### src/rtl/rr_arb_idx8_pkg.sv
// Shared types and constants for the 8-requester round-robin arbiter.
package rr_arb_pkg;

    localparam int IDX_W = 3;
    localparam int N_REQ = 1 << IDX_W;

    typedef enum logic {
        IDLE  = 1'b0,
        GRANT = 1'b1
    } state_e;

    localparam logic [IDX_W-1:0] PTR_RST = 3'd7;

    // Index arithmetic wraps naturally at IDX_W bits (mod N_REQ).
    function automatic logic [IDX_W-1:0] idx_add(input logic [IDX_W-1:0] a,
                                                  input logic [IDX_W-1:0] b);
        return a + b;
    endfunction

endpackage

### src/rtl/rr_arb_idx8_if.sv
// Request/grant bundle between the requesting agents and the arbiter.
interface rr_arb_idx8_if
    import rr_arb_pkg::*;
();

    logic [N_REQ-1:0] req;
    logic             done;
    logic [IDX_W-1:0] gnt_idx;
    logic             gnt_en;
    logic             busy;

    modport master (
        output req,
        output done,
        input  gnt_idx,
        input  gnt_en,
        input  busy
    );

    modport slave (
        input  req,
        input  done,
        output gnt_idx,
        output gnt_en,
        output busy
    );

endinterface

### src/rtl/rr_arb_idx8_pick.sv
// Combinational rotating priority encoder: the first set request after ptr wins.
module rr_pick
    import rr_arb_pkg::*;
(
    input  logic [N_REQ-1:0] req,
    input  logic [IDX_W-1:0] ptr,
    output logic [IDX_W-1:0] win_idx,
    output logic             win_vld
);

    logic [IDX_W-1:0] idx_s;
    logic [IDX_W-1:0] win_idx_s;

    // Scan lowest priority first so the final overwrite is ptr+1, the highest.
    always_comb begin
        win_idx_s = 3'd0;
        idx_s     = 3'd0;
        for (int i = N_REQ - 1; i >= 0; i--) begin
            idx_s     = idx_add(ptr, IDX_W'(i + 1));
            win_idx_s = req[idx_s] ? idx_s : win_idx_s;
        end
    end

    assign win_idx = win_idx_s;
    assign win_vld = |req;

endmodule

### src/rtl/rr_arb_idx8.sv
// Round-robin arbiter with binary-index grant and a mandatory idle bubble.
// Optional grant timeout enabled by macro RR_ARB_TIMEOUT_EN.
module rr_arb_idx8
    import rr_arb_pkg::*;
#(
    parameter int unsigned MAX_HOLD = 15
) (
    input  logic         clk,
    input  logic         rst_n,
    rr_arb_idx8_if.slave bus
);

    state_e           state_d, state_q;
    logic [IDX_W-1:0] ptr_d, ptr_q;
    logic [IDX_W-1:0] gnt_idx_d, gnt_idx_q;
    logic             gnt_en_d, gnt_en_q;
    logic [IDX_W-1:0] win_idx_s;
    logic             win_vld_s;
    logic             release_s;
    logic             timeout_s;

    rr_pick u_pick (
        .req     (bus.req),
        .ptr     (ptr_q),
        .win_idx (win_idx_s),
        .win_vld (win_vld_s)
    );

    assign release_s = bus.done | ~bus.req[gnt_idx_q] | timeout_s;

`ifdef RR_ARB_TIMEOUT_EN
    localparam int               HC_W     = $clog2(MAX_HOLD + 1);
    localparam logic [HC_W-1:0]  HC_MAX   = {HC_W{1'b1}};
    localparam logic [HC_W-1:0]  HOLD_LIM = HC_W'(MAX_HOLD);

    logic [HC_W-1:0] hold_cnt_d, hold_cnt_q;

    assign timeout_s = (state_q == GRANT) && (hold_cnt_q == HOLD_LIM);

    // Grant-length counter: starts at 1 on grant, cleared on release.
    always_comb begin
        hold_cnt_d = hold_cnt_q;
        case (state_q)
            IDLE: begin
                if (win_vld_s) begin
                    hold_cnt_d = HC_W'(1);
                end else begin
                    hold_cnt_d = '0;
                end
            end
            GRANT: begin
                if (release_s) begin
                    hold_cnt_d = '0;
                end else if (hold_cnt_q != HC_MAX) begin
                    hold_cnt_d = hold_cnt_q + HC_W'(1);
                end else begin
                    hold_cnt_d = hold_cnt_q;
                end
            end
            default: hold_cnt_d = '0;
        endcase
    end

    // Grant-length counter register.
    always_ff @(posedge clk or negedge rst_n) begin
        if (!rst_n) begin
            hold_cnt_q <= '0;
        end else begin
            hold_cnt_q <= hold_cnt_d;
        end
    end
`else
    assign timeout_s = 1'b0;
`endif

    // Next-state logic: arbitrate in IDLE, hold in GRANT until release.
    always_comb begin
        state_d   = state_q;
        ptr_d     = ptr_q;
        gnt_idx_d = gnt_idx_q;
        gnt_en_d  = gnt_en_q;
        case (state_q)
            IDLE: begin
                if (win_vld_s) begin
                    state_d   = GRANT;
                    gnt_idx_d = win_idx_s;
                    gnt_en_d  = 1'b1;
                end else begin
                    gnt_en_d  = 1'b0;
                end
            end
            GRANT: begin
                if (release_s) begin
                    state_d  = IDLE;
                    ptr_d    = gnt_idx_q;
                    gnt_en_d = 1'b0;
                end else begin
                    gnt_en_d = 1'b1;
                end
            end
            default: begin
                state_d  = IDLE;
                gnt_en_d = 1'b0;
            end
        endcase
    end

    // FSM, pointer and registered grant outputs.
    always_ff @(posedge clk or negedge rst_n) begin
        if (!rst_n) begin
            state_q   <= IDLE;
            ptr_q     <= PTR_RST;
            gnt_idx_q <= 3'd0;
            gnt_en_q  <= 1'b0;
        end else begin
            state_q   <= state_d;
            ptr_q     <= ptr_d;
            gnt_idx_q <= gnt_idx_d;
            gnt_en_q  <= gnt_en_d;
        end
    end

    assign bus.gnt_idx = gnt_idx_q;
    assign bus.gnt_en  = gnt_en_q;
    assign bus.busy    = gnt_en_q;

endmodule

### src/flat_wrapper.sv
// flat-port wrapper written by rule: the top's interface ports become plain ports
module rr_arb_idx8_flat import rr_arb_pkg::*;
#(
    parameter int unsigned MAX_HOLD = 15
)
  (clk, rst_n, bus_req, bus_done, bus_gnt_idx, bus_gnt_en, bus_busy);
  rr_arb_idx8_if bus_i ();
  input  logic clk;
  input  logic rst_n;
  input wire logic [$bits(bus_i.req)-1:0] bus_req;
  input wire logic [$bits(bus_i.done)-1:0] bus_done;
  output wire logic [$bits(bus_i.gnt_idx)-1:0] bus_gnt_idx;
  output wire logic [$bits(bus_i.gnt_en)-1:0] bus_gnt_en;
  output wire logic [$bits(bus_i.busy)-1:0] bus_busy;
  assign bus_i.req = bus_req;
  assign bus_i.done = bus_done;
  assign bus_gnt_idx = bus_i.gnt_idx;
  assign bus_gnt_en = bus_i.gnt_en;
  assign bus_busy = bus_i.busy;
  rr_arb_idx8 #(.MAX_HOLD(MAX_HOLD)) u_core (.clk(clk), .rst_n(rst_n), .bus(bus_i));
endmodule
### config.mk
export PLATFORM = sky130hd
export DESIGN_NAME = rr_arb_idx8_flat
export DESIGN_NICKNAME = d
export VERILOG_FILES = /design/src/rtl/rr_arb_idx8_pkg.sv /design/src/rtl/rr_arb_idx8_if.sv /design/src/rtl/rr_arb_idx8_pick.sv /design/src/rtl/rr_arb_idx8.sv /design/src/flat_wrapper.sv
export SDC_FILE = /design/constraint.sdc
export NUM_CORES = 1
export LEC_CHECK = 0
export ABC_AREA = 1
export CAP_MARGIN = 40
export CORE_MARGIN = 4
export CORE_UTILIZATION = 36
export CTS_BUF_LIST = sky130_fd_sc_hd__clkbuf_8 sky130_fd_sc_hd__clkbuf_16
export CTS_CLUSTER_DIAMETER = 200
export DETAILED_ROUTE_END_ITERATION = 12
export PLACE_DENSITY_LB_ADDON = 0.3
export SLEW_MARGIN = 5
export SYNTH_ARGS = -nofsm -noshare
export SYNTH_HDL_FRONTEND = slang
export SYNTH_SLANG_ARGS = --single-unit
### constraint.sdc
create_clock -name clk -period 2.2 [get_ports clk]
set_input_delay 0.33 -clock clk [delete_from_list [all_inputs] [get_ports clk]]
set_output_delay 0.33 -clock clk [all_outputs]
set_load 0.03 [all_outputs]
Word level (Yosys, flattened, before mapping) --
Cells that the tools add are included.
Storage, ports and cells: bits in registers 7, bits in latches 0, memory bits (writable) 0, ROM bits 0, input bits 11, output and inout port bits 5, memories 0
Operators by class: add/subtract/negate cells 7, $mul 0, div/mod/pow operators 0, order comparisons 9, equality and inequality tests 0, shift operators 0, multiplexer cells 29, bitwise gates (word level) 3, reductions and logical operators 3
Operators with widths (count):
- 3-bit by 4-bit less-than comparator with 1-bit output, second input constant | 9
- 1-bit binary-select mux with 3-bit select | 9
- 3-bit two-way mux | 8
- 3-bit adder, second input constant | 4
- 1-bit two-way mux | 11
- 8-bit OR reduction | 1
- 3-bit by 2-bit adder with 3-bit output, second input constant | 2
- 2-bit AND reduction | 2
- 3-bit by 1-bit adder with 3-bit output, second input constant | 1
- 1-bit inverter | 2
- 1-bit case mux with 2 select lines | 1
- 1-bit bitwise OR | 1

Logic depth before layout (Yosys ltp) --
Gate-level depths: netlist of run 1.
depth in word-level cells 10, gate-level depth with buffers 17

Cells and area by module --
A second synthesis of run 1 with hierarchy kept.
Second synthesis, totals: cell total of the unflattened synthesis 174, area, all modules 1101.1 µm²
By module, submodules not included:
- rr_pick | instances 1, cells each 124, area each 694.4 µm²
- rr_arb_idx8 | instances 1, cells each 50, area each 406.6 µm²

Worst setup path after synthesis of run 1 --
No wires, ideal clock.
kind register to register, start register u_core.ptr_q[1], end register u_core.gnt_idx_q[1] (netlist: u_core.bus.gnt_idx[1]), setup time 0.117 ns, data arrival time 1.889 ns, required time 2.083 ns, path slack 0.194 ns, cell stages (with the launch flop) 16, clock period less this slack 2.006 ns, path through dfstp_2 -> buf_6 -> inv_6 -> ha_1 -> inv_2 -> nand3_1 -> nand3_2 -> nand2_2 -> a21oi_1 -> nand3_1 -> nand2_1 -> nand2_1 -> nand2_1 -> nand2_1 -> nand2_1 -> nand2_1
Between the ends: word-level cells in the longest chain between the ends 10, elaborated cells on any way between the ends 31, those cells by class add/sub (7); mux (24)
RTL lines:
- from (decl) | line rr_arb_idx8.sv:14 | logic [IDX_W-1:0] ptr_d, ptr_q;
- from (signal assigned) | line rr_arb_idx8.sv:117 | ptr_q <= ptr_d;
- 3-bit adder or 1-bit binary-select mux with 3-bit select (tied branches) | line rr_arb_idx8_pkg.sv:17, rr_arb_idx8_pick.sv:20
- 1-bit binary-select mux with 3-bit select or 1-bit two-way mux (tied branches) | line rr_arb_idx8_pick.sv:20 | win_idx_s = req[idx_s] ? idx_s : win_idx_s;
- 1-bit two-way mux (implied by the code) or 3-bit two-way mux (tied branches) | line rr_arb_idx8_pick.sv:20
- 3-bit two-way mux (6 in a row) | line rr_arb_idx8_pick.sv:20
- 3-bit two-way mux * | line rr_arb_idx8_pick.sv:20
- to (signal assigned) | line rr_arb_idx8.sv:118 | gnt_idx_q <= gnt_idx_d;
- to (decl) | line rr_arb_idx8.sv:15 | logic [IDX_W-1:0] gnt_idx_d, gnt_idx_q;
Every way passes the cells marked *; elsewhere a longest branch is shown, timed or not. The select of a mux whose other input is x is not followed. A chain may end at the register's enable or synchronous reset.

Final worst setup path of run 1 --
start register u_core.ptr_q[1], end register u_core.gnt_idx_q[0] (netlist: u_core.bus.gnt_idx[0])
The elaborated chain is that of the path after synthesis.

==> results of run 1 <==
==> area by class of cell <==
cell class / count / share of cell area (%)
well taps: 31 / 3.00
clock inverters: 1 / 0.290
flip-flops and latches: 7 / 13.8
inverters: 28 / 8.71
repair buffers: 19 / 13.9
clock buffers: 3 / 3.19
multi-input cells: 139 / 57.0
==> metrics by stage <==
stage | area [µm²] | util (%) | hold WS [ns] | setup slack (ns) | instances
after floorplan | 1040 | - | 0.0344 | 0.194 | 178
after global placement | 1210 | 43.8 | 0.591 | 0.155 | 223
after detailed placement | 1210 | 43.8 | 0.581 | 0.135 | 223
after CTS | 1250 | 45.4 | 0.376 | 0.112 | 227
after global routing | 1290 | 46.9 | 0.392 | 0.0154 | 228
final | 1290 | 46.9 | 0.365 | 0.247 | 228
==> worst max-delay path: stages, from the launching register on <==
cell                      delay, ns
sky130_fd_sc_hd__dfstp_2       0.56
sky130_fd_sc_hd__buf_4         0.18
sky130_fd_sc_hd__ha_4          0.17
sky130_fd_sc_hd__xor2_4        0.18
sky130_fd_sc_hd__buf_4         0.14
sky130_fd_sc_hd__nand3_1       0.08
sky130_fd_sc_hd__nand2_2       0.10
sky130_fd_sc_hd__inv_2         0.04
sky130_fd_sc_hd__nand2_1       0.05
sky130_fd_sc_hd__nand2_1       0.04
sky130_fd_sc_hd__nand2_1       0.05
sky130_fd_sc_hd__nand2_1       0.05
sky130_fd_sc_hd__nand2_1       0.05
sky130_fd_sc_hd__nand2_1       0.04
sky130_fd_sc_hd__nand2_1       0.06
sky130_fd_sc_hd__nand2_1       0.05
==> synth_stat cells (2+ instances only) <==
cell type / n / area [µm²]
sky130_fd_sc_hd__nand2_1: 61 / 229
sky130_fd_sc_hd__nand3_1: 33 / 165
sky130_fd_sc_hd__inv_1: 20 / 75.1
sky130_fd_sc_hd__a21oi_1: 12 / 60.1
sky130_fd_sc_hd__o21ai_0: 8 / 40.0
sky130_fd_sc_hd__inv_2: 7 / 26.3
sky130_fd_sc_hd__nand3_2: 6 / 60.1
sky130_fd_sc_hd__nand2_2: 5 / 31.3
sky130_fd_sc_hd__nor2_1: 5 / 18.8
sky130_fd_sc_hd__dfrtp_1: 4 / 100
sky130_fd_sc_hd__buf_6: 3 / 33.8
sky130_fd_sc_hd__dfstp_2: 3 / 78.8
sky130_fd_sc_hd__ha_1: 2 / 25.0
==> sequential cells by signal, indices dropped and copies added (netlist names) <==
name                flops
u_core.bus.gnt_idx      3
u_core.ptr_q            3
u_core.bus.busy         1
==> logic make-up after synthesis <==
group / Yosys count / synth area share [%]
adder cells (fa/ha/maj): 2 / 2.41
XOR/XNOR: 2 / 4.22
buffers and inverters: 32 / 14.6
AO/OA/AOI/OAI: 23 / 11.6
AND/OR/NAND/NOR: 112 / 49.9
flip-flops: 7 / 17.3
==> worst max-delay path by stage <==
stage / to / depth (start not counted) / slack, ns
2_1_floorplan: u_core.bus.gnt_idx[1] / 15 / 0.19
3_3_place_gp: u_core.bus.gnt_idx[2] / 15 / 0.15
3_5_place_dp: u_core.bus.gnt_idx[2] / 15 / 0.13
4_1_cts: u_core.bus.gnt_idx[2] / 15 / 0.11
5_1_grt: u_core.bus.gnt_idx[1] / 14 / 0.02
6_report: u_core.bus.gnt_idx[0] / 15 / 0.25
==> per-layer routing <==
layer  GRT usage (%)  share of wire, %  up-vias
met1            21.5                53      481
met3           0.629               1.9        2
met4            5.45              0.53        0
met2            26.0                45       18
met5               0                 0        -
li1                -                 -      608
==> what timing repair did <==
| action | 4_1_cts | 5_1_grt |
|---|---|---|
| resized for setup | 0 | 6 |
| setup buffers | 0 | 1 |
| endpoints found under the setup margin | 0 | 3 |
==> tab_implementation.tex, run 1 <==
\begin{tabular}{lr}
\hline
Metric & Value \\
\hline
\multicolumn{2}{l}{\textbf{Run status}} \\
\quad Status & completed \\
\multicolumn{2}{l}{\textbf{STA}} \\
\quad Total count of hold-check failures in the final report & 0 \\
\quad Minimum clock period after layout & 1.95 ns \\
\quad Clock tree skew after final layout & 0.00242 ns \\
\quad Fraction of the cycle the final worst path needs & 88.8\% \\
\quad Number of pins exceeding their max-slew limit in the final report & 0 \\
\quad RSZ-0062 raised after global routing & false \\
\quad Max-slew headroom & 78.9\% \\
\quad Final setup viols & 0 \\
\quad Tightest Pin Transition & 0.316 ns \\
\quad Maximum clock frequency & 512 MHz \\
\quad Fin Setup TNS & 0 ns \\
\multicolumn{2}{l}{\textbf{Global routing}} \\
\quad Number of antenna violations at the first check in global routing & 0 \\
\quad Overflow after GRT & 0 \\
\quad Vias in the first global route & 1089 \\
\quad Wire length of the first global-routing pass & 4490 µm \\
\quad Overall Global Routing Usage & 15.6\% \\
\quad Largest net degree at the start of global routing & 13 \\
\multicolumn{2}{l}{\textbf{Yosys}} \\
\quad Post-synth top flop & sky130\_fd\_sc\_hd\_\_dfrtp\_1 \\
\quad Average cell area after synthesis & 5.83 µm² \\
\quad Number of synthesized flops with an enable pin & 0 \\
\quad Synthesized area & 1040 µm² \\
\quad Total of warnings raised by yosys & 0 \\
\quad Synthesized netlist net count & 191 \\
\quad Share of flip-flops with an asynchronous set or reset & 100\% \\
\quad Count of distinct cell types in the synthesized netlist & 22 \\
\quad Synthesized instance count & 178 \\
\quad Number of register bits inferred by synthesis & 7 \\
\quad Sequential area share after synthesis & 17.2\% \\
\multicolumn{2}{l}{\textbf{Worst setup path}} \\
\quad Critical R2R Capture & u\_core.bus.gnt\_idx[0] \\
\quad Worst setup path startpoint & u\_core.ptr\_q[1] \\
\quad Worst reg-to-reg path cell count & 15 \\
\quad CP required & 2.31 ns \\
\quad Worst Path Class, Setup & register to register \\
\quad Crit path capture type & register \\
\quad Crit path DAT & 2.06 ns \\
\quad Highest net fanout along the worst path & 8 \\
\quad Reg-to-reg startpoint & u\_core.ptr\_q[1] \\
\quad R2r setup slk & 0.25 ns \\
\quad Crit start category & register \\
\multicolumn{2}{l}{\textbf{CTS}} \\
\quad Number of sinks handled by clock tree synthesis & 7 \\
\quad Maximum clock path buffer count & 2 \\
\quad Clock latency on the worst-skew pair & 0.22 ns \\
\quad Clock-pin slew on the worst setup and hold paths & 0.04 ns \\
\quad CTS Root Buffer Type & sky130\_fd\_sc\_hd\_\_clkbuf\_8 \\
\quad CTS Buf Count & 3 \\
\quad H-tree levels & 1 \\
\quad Cts-stage hold buffer count & 0 \\
\quad Clock tree from TritonCTS & done \\
\multicolumn{2}{l}{\textbf{Floorplanning}} \\
\quad Starting Density & 37.6\% \\
\quad Height of the chip & 61.7 µm \\
\quad Number of placement rows & 19 \\
\quad Total die area & 3800 µm² \\
\quad I/O pin cnt & 16 \\
\quad Width of the die & 61.7 µm \\
\quad Core outline area & 2760 µm² \\
\multicolumn{2}{l}{\textbf{Route}} \\
\quad Avg WL per Cell & 11.6 µm \\
\quad Post-route antenna net violation count & 0 \\
\quad Routed vias & 1109 \\
\quad Total iterations of the first detailed-routing run & 4 \\
\quad Mean number of vias per cell & 4.86 \\
\quad Post-detailed-route DRC marker count & 0 \\
\quad Detailed Route Iter0 Violations & 39 \\
\quad Detailed Route WL & 2640 µm \\
\multicolumn{2}{l}{\textbf{Place}} \\
\quad Count of input and output buffers & 15 \\
\quad Placer's final routability congestion estimate & 0.847 \\
\quad DP HPWL & 2170 µm \\
\multicolumn{2}{l}{\textbf{Layout}} \\
\quad Number of filler cells placed in the layout & 300 \\
\quad Area occupied by multi-input gates & 737 µm² \\
\quad Most common cell after layout, fill and taps aside & sky130\_fd\_sc\_hd\_\_nand2\_1 \\
\quad Layout overhead on the synthesized area & 24.6\% \\
\quad Share of layout cells above drive strength 1 & 18.3\% \\
\quad Most used cells in the layout excluding fill and tap cells & sky130\_fd\_sc\_hd\_\_nand2\_1 (61), sky130\_fd\_sc\_hd\_\_nand3\_1 (32), sky130\_fd\_sc\_hd\_\_inv\_1 (21) \\
\quad Layout Nets & 211 \\
\quad Register Area & 179 µm² \\
\quad Diodes inserted & 0 \\
\multicolumn{2}{l}{\textbf{Worst hold path}} \\
\quad HP Class & primary input to asynchronous set/reset pin \\
\multicolumn{2}{l}{\textbf{Run}} \\
\quad Reported max-cap violation count & 0 \\
\hline
\end{tabular}
Power of run 1 is left out: the tool's default activity adds up to more than one toggle a clock period on the data nets, which glitch-free logic cannot reach.
==> run 2, diff against run 1 <==
--- a/config.mk
+++ b/config.mk
@@ -13,7 +13,9 @@
 export CTS_CLUSTER_DIAMETER = 200
 export DETAILED_ROUTE_END_ITERATION = 12
 export PLACE_DENSITY_LB_ADDON = 0.3
+export REMOVE_ABC_BUFFERS = 1
 export SLEW_MARGIN = 5
 export SYNTH_ARGS = -nofsm -noshare
 export SYNTH_HDL_FRONTEND = slang
+export SYNTH_HIERARCHICAL = 1
 export SYNTH_SLANG_ARGS = --single-unit
==> run 2 against run 1 <==
Compared with the run above:
- clock skew grew 0.0046 ns
- core utilization grew 8.8 points
- area after synthesis grew 6.2%
- global-route usage grew 0.39 points
- critical path depth shrank 2
- worst setup slack lost 0.15 ns
- largest cell class unchanged
==> tab_implementation.tex, run 2 <==
\begin{tabular}{lr}
\hline
Metric & Value \\
\hline
\multicolumn{2}{l}{\textbf{Run status}} \\
\quad Status & completed \\
\multicolumn{2}{l}{\textbf{Route}} \\
\quad Routed vias & 1269 \\
\quad Detailed Route Iter0 Violations & 90 \\
\quad Avg WL per Cell & 14.0 µm \\
\quad Detailed Route WL & 3250 µm \\
\quad Post-detailed-route DRC marker count & 0 \\
\quad Post-route antenna net violation count & 0 \\
\quad Total iterations of the first detailed-routing run & 5 \\
\quad Mean number of vias per cell & 5.47 \\
\multicolumn{2}{l}{\textbf{Run}} \\
\quad Reported max-cap violation count & 0 \\
\multicolumn{2}{l}{\textbf{Worst setup path}} \\
\quad Crit path capture type & register \\
\quad Crit start category & register \\
\quad Crit path DAT & 2.21 ns \\
\quad Worst reg-to-reg path cell count & 13 \\
\quad CP required & 2.30 ns \\
\quad Highest net fanout along the worst path & 4 \\
\quad Worst Path Class, Setup & register to register \\
\multicolumn{2}{l}{\textbf{Yosys}} \\
\quad Cell types with the highest counts after synthesis & sky130\_fd\_sc\_hd\_\_nand2\_1 (55), sky130\_fd\_sc\_hd\_\_nand3\_1 (31), sky130\_fd\_sc\_hd\_\_inv\_1 (21) \\
\quad Number of register bits inferred by synthesis & 7 \\
\quad Count of distinct cell types in the synthesized netlist & 29 \\
\quad Post-synth top flop & sky130\_fd\_sc\_hd\_\_dfrtp\_1 \\
\quad Total of warnings raised by yosys & 6 \\
\quad Fraction of synthesized cell area taken by the top area cell type & 18.8\% \\
\quad Biggest area contributors in the synthesized netlist & sky130\_fd\_sc\_hd\_\_nand2\_1 (19\%), sky130\_fd\_sc\_hd\_\_nand3\_1 (14\%), sky130\_fd\_sc\_hd\_\_dfrtp\_1 (9.1\%) \\
\quad Average cell area after synthesis & 6.33 µm² \\
\quad Synthesized area & 1100 µm² \\
\quad Synthesized instance count & 174 \\
\quad Most instantiated library cell after synthesis & sky130\_fd\_sc\_hd\_\_nand2\_1 \\
\quad Sequential area share after synthesis & 16.3\% \\
\quad Number of synthesized flops with an enable pin & 0 \\
\quad Share of flip-flops with an asynchronous set or reset & 100\% \\
\quad Leading area contributor after synthesis & sky130\_fd\_sc\_hd\_\_nand2\_1 \\
\multicolumn{2}{l}{\textbf{Layout}} \\
\quad Most common cell after layout, fill and taps aside & sky130\_fd\_sc\_hd\_\_nand2\_1 \\
\quad Share of layout cells above drive strength 1 & 35.3\% \\
\quad Layout Nets & 215 \\
\quad Layout overhead on the synthesized area & 43.0\% \\
\quad Most used cells in the layout excluding fill and tap cells & sky130\_fd\_sc\_hd\_\_nand2\_1 (49), sky130\_fd\_sc\_hd\_\_inv\_1 (22), sky130\_fd\_sc\_hd\_\_nand3\_1 (21) \\
\quad Diodes inserted & 0 \\
\multicolumn{2}{l}{\textbf{STA}} \\
\quad Max-slew headroom & 74.2\% \\
\quad RSZ-0062 raised after global routing & true \\
\quad Minimum clock period after layout & 2.11 ns \\
\quad Clock tree skew after final layout & 0.00704 ns \\
\quad Fraction of the cycle the final worst path needs & 95.8\% \\
\quad Number of pins exceeding their max-slew limit in the final report & 0 \\
\quad Tightest Pin Transition & 0.387 ns \\
\quad Total count of hold-check failures in the final report & 0 \\
\quad Final setup viols & 0 \\
\quad Hold slack final & 0.365 ns \\
\quad Maximum clock frequency & 474 MHz \\
\multicolumn{2}{l}{\textbf{Floorplanning}} \\
\quad Height of the chip & 63.3 µm \\
\quad Number of placement rows & 19 \\
\quad Core outline area & 2830 µm² \\
\quad I/O pin cnt & 16 \\
\quad Total die area & 4010 µm² \\
\quad Starting Density & 38.9\% \\
\quad Width of the die & 63.3 µm \\
\multicolumn{2}{l}{\textbf{Global routing}} \\
\quad Overflow after GRT & 0 \\
\quad Overall Global Routing Usage & 16.0\% \\
\quad Vias in the first global route & 1194 \\
\quad Wire length of the first global-routing pass & 5310 µm \\
\quad Number of antenna violations at the first check in global routing & 0 \\
\quad Largest net degree at the start of global routing & 12 \\
\multicolumn{2}{l}{\textbf{CTS}} \\
\quad Clock latency on the worst-skew pair & 0.23 ns \\
\quad Cts-stage hold buffer count & 0 \\
\quad H-tree levels & 1 \\
\quad Clock-pin slew on the worst setup and hold paths & 0.04 ns \\
\quad CTS Buf Count & 3 \\
\quad CTS Root Buffer Type & sky130\_fd\_sc\_hd\_\_clkbuf\_8 \\
\quad Number of sinks handled by clock tree synthesis & 7 \\
\quad Maximum clock path buffer count & 2 \\
\quad Clock tree from TritonCTS & done \\
\multicolumn{2}{l}{\textbf{Place}} \\
\quad Count of input and output buffers & 15 \\
\quad DP HPWL & 2490 µm \\
\quad Placer's final routability congestion estimate & 0.894 \\
\multicolumn{2}{l}{\textbf{Worst hold path}} \\
\quad HP Class & primary input to asynchronous set/reset pin \\
\hline
\end{tabular}
-- run 2: cell types whose count changed after synthesis, moves of 2 or more --
cell,change
sky130_fd_sc_hd__nand2_1,-6
sky130_fd_sc_hd__nand4_1,+2
sky130_fd_sc_hd__nand3_2,+3
sky130_fd_sc_hd__xor2_2,+2
sky130_fd_sc_hd__a21oi_1,-5
sky130_fd_sc_hd__nand3_1,-2
sky130_fd_sc_hd__xnor2_1,+2
sky130_fd_sc_hd__nor4_1,+2
sky130_fd_sc_hd__inv_2,-5
sky130_fd_sc_hd__o21ai_0,-8
sky130_fd_sc_hd__nand2_2,+4
sky130_fd_sc_hd__mux2_2,+2
-- run 2: repair_timing --
item | CTS | global route
gates resized for setup | 3 | 33
endpoints found under the setup margin | 2 | 3
pin swaps | 0 | 8
buffers inserted | 0 | 3
-- run 2: logic make-up (layout without fill, tap and decap cells) --
kind of cell	after synthesis	after routing	synth area share [%]
flip-flops	7	7	16.3
XOR/XNOR	5	5	6.02
multiplexers	2	2	2.05
AND/OR/NAND/NOR	117	117	54.0
buffers and inverters	29	56	12.8
adder cells (fa/ha/maj)	2	2	2.27
AO/OA/AOI/OAI	12	12	6.59
-- run 2: final cells by class --
| type | instances | area [µm²] |
|---|---|---|
| well taps | 31 | 38.8 |
| clock buffers | 3 | 41.3 |
| multi-input cells | 138 | 953 |
| clock inverters | 1 | 3.75 |
| fillers | 258 | 1250 |
| repair buffers | 27 | 251 |
| flip-flops and latches | 7 | 179 |
| inverters | 25 | 106 |
-- run 2: path summary, 6_finish.rpt --
path / from / endpoint / slack, ns
worst max-delay path: u_core/ptr_q[0] / u_core/bus.gnt_idx[1] / 0.09
worst min-delay path: rst_n / u_core/bus.busy / 0.37
worst max register to register: u_core/ptr_q[0] / u_core/bus.gnt_idx[1] / 0.09
worst min register to register: u_core/bus.gnt_idx[2] / u_core/ptr_q[2] / 0.58
max in group asynchronous: rst_n / u_core/ptr_q[1] / 1.54
min in group clk: u_core/bus.gnt_idx[2] / u_core/ptr_q[2] / 0.58
-- run 2: worst max-delay path: stages (launching register included) --
cell                      delay [ns]
sky130_fd_sc_hd__dfstp_2        0.59
sky130_fd_sc_hd__buf_6          0.14
sky130_fd_sc_hd__ha_4           0.14
sky130_fd_sc_hd__xnor2_2        0.14
sky130_fd_sc_hd__inv_1          0.11
sky130_fd_sc_hd__nand3_2        0.09
sky130_fd_sc_hd__nand2_2        0.09
sky130_fd_sc_hd__a21oi_2        0.11
sky130_fd_sc_hd__nand3_1        0.09
sky130_fd_sc_hd__nand2_1        0.06
sky130_fd_sc_hd__nand2_1        0.05
sky130_fd_sc_hd__nand2_1        0.07
sky130_fd_sc_hd__a21oi_2        0.05
sky130_fd_sc_hd__mux2_2         0.25
-- run 2: metal layers --
layer,track usage (%),routed length [µm],vias up
li1,-,-,622
met5,0,0,-
met3,1.78,110,13
met2,28.7,1670,44
met4,3.23,70,0
met1,20.7,1400,590
-- run 2: per-stage QoR --
stage	TNS, ns	util [%]	setup WS (ns)	cell area [µm²]	std cells
floorplan	-0.0804	-	-0.0674	1060	170
global placement	0	46.7	0.0194	1320	225
detailed placement	-0.0614	46.7	-0.0614	1320	225
CTS	0	48.8	0.00940	1380	229
global route	-0.0717	55.6	-0.0526	1570	232
finish	0	55.6	0.0919	1570	232
Power of run 2 is left out for the same reason.
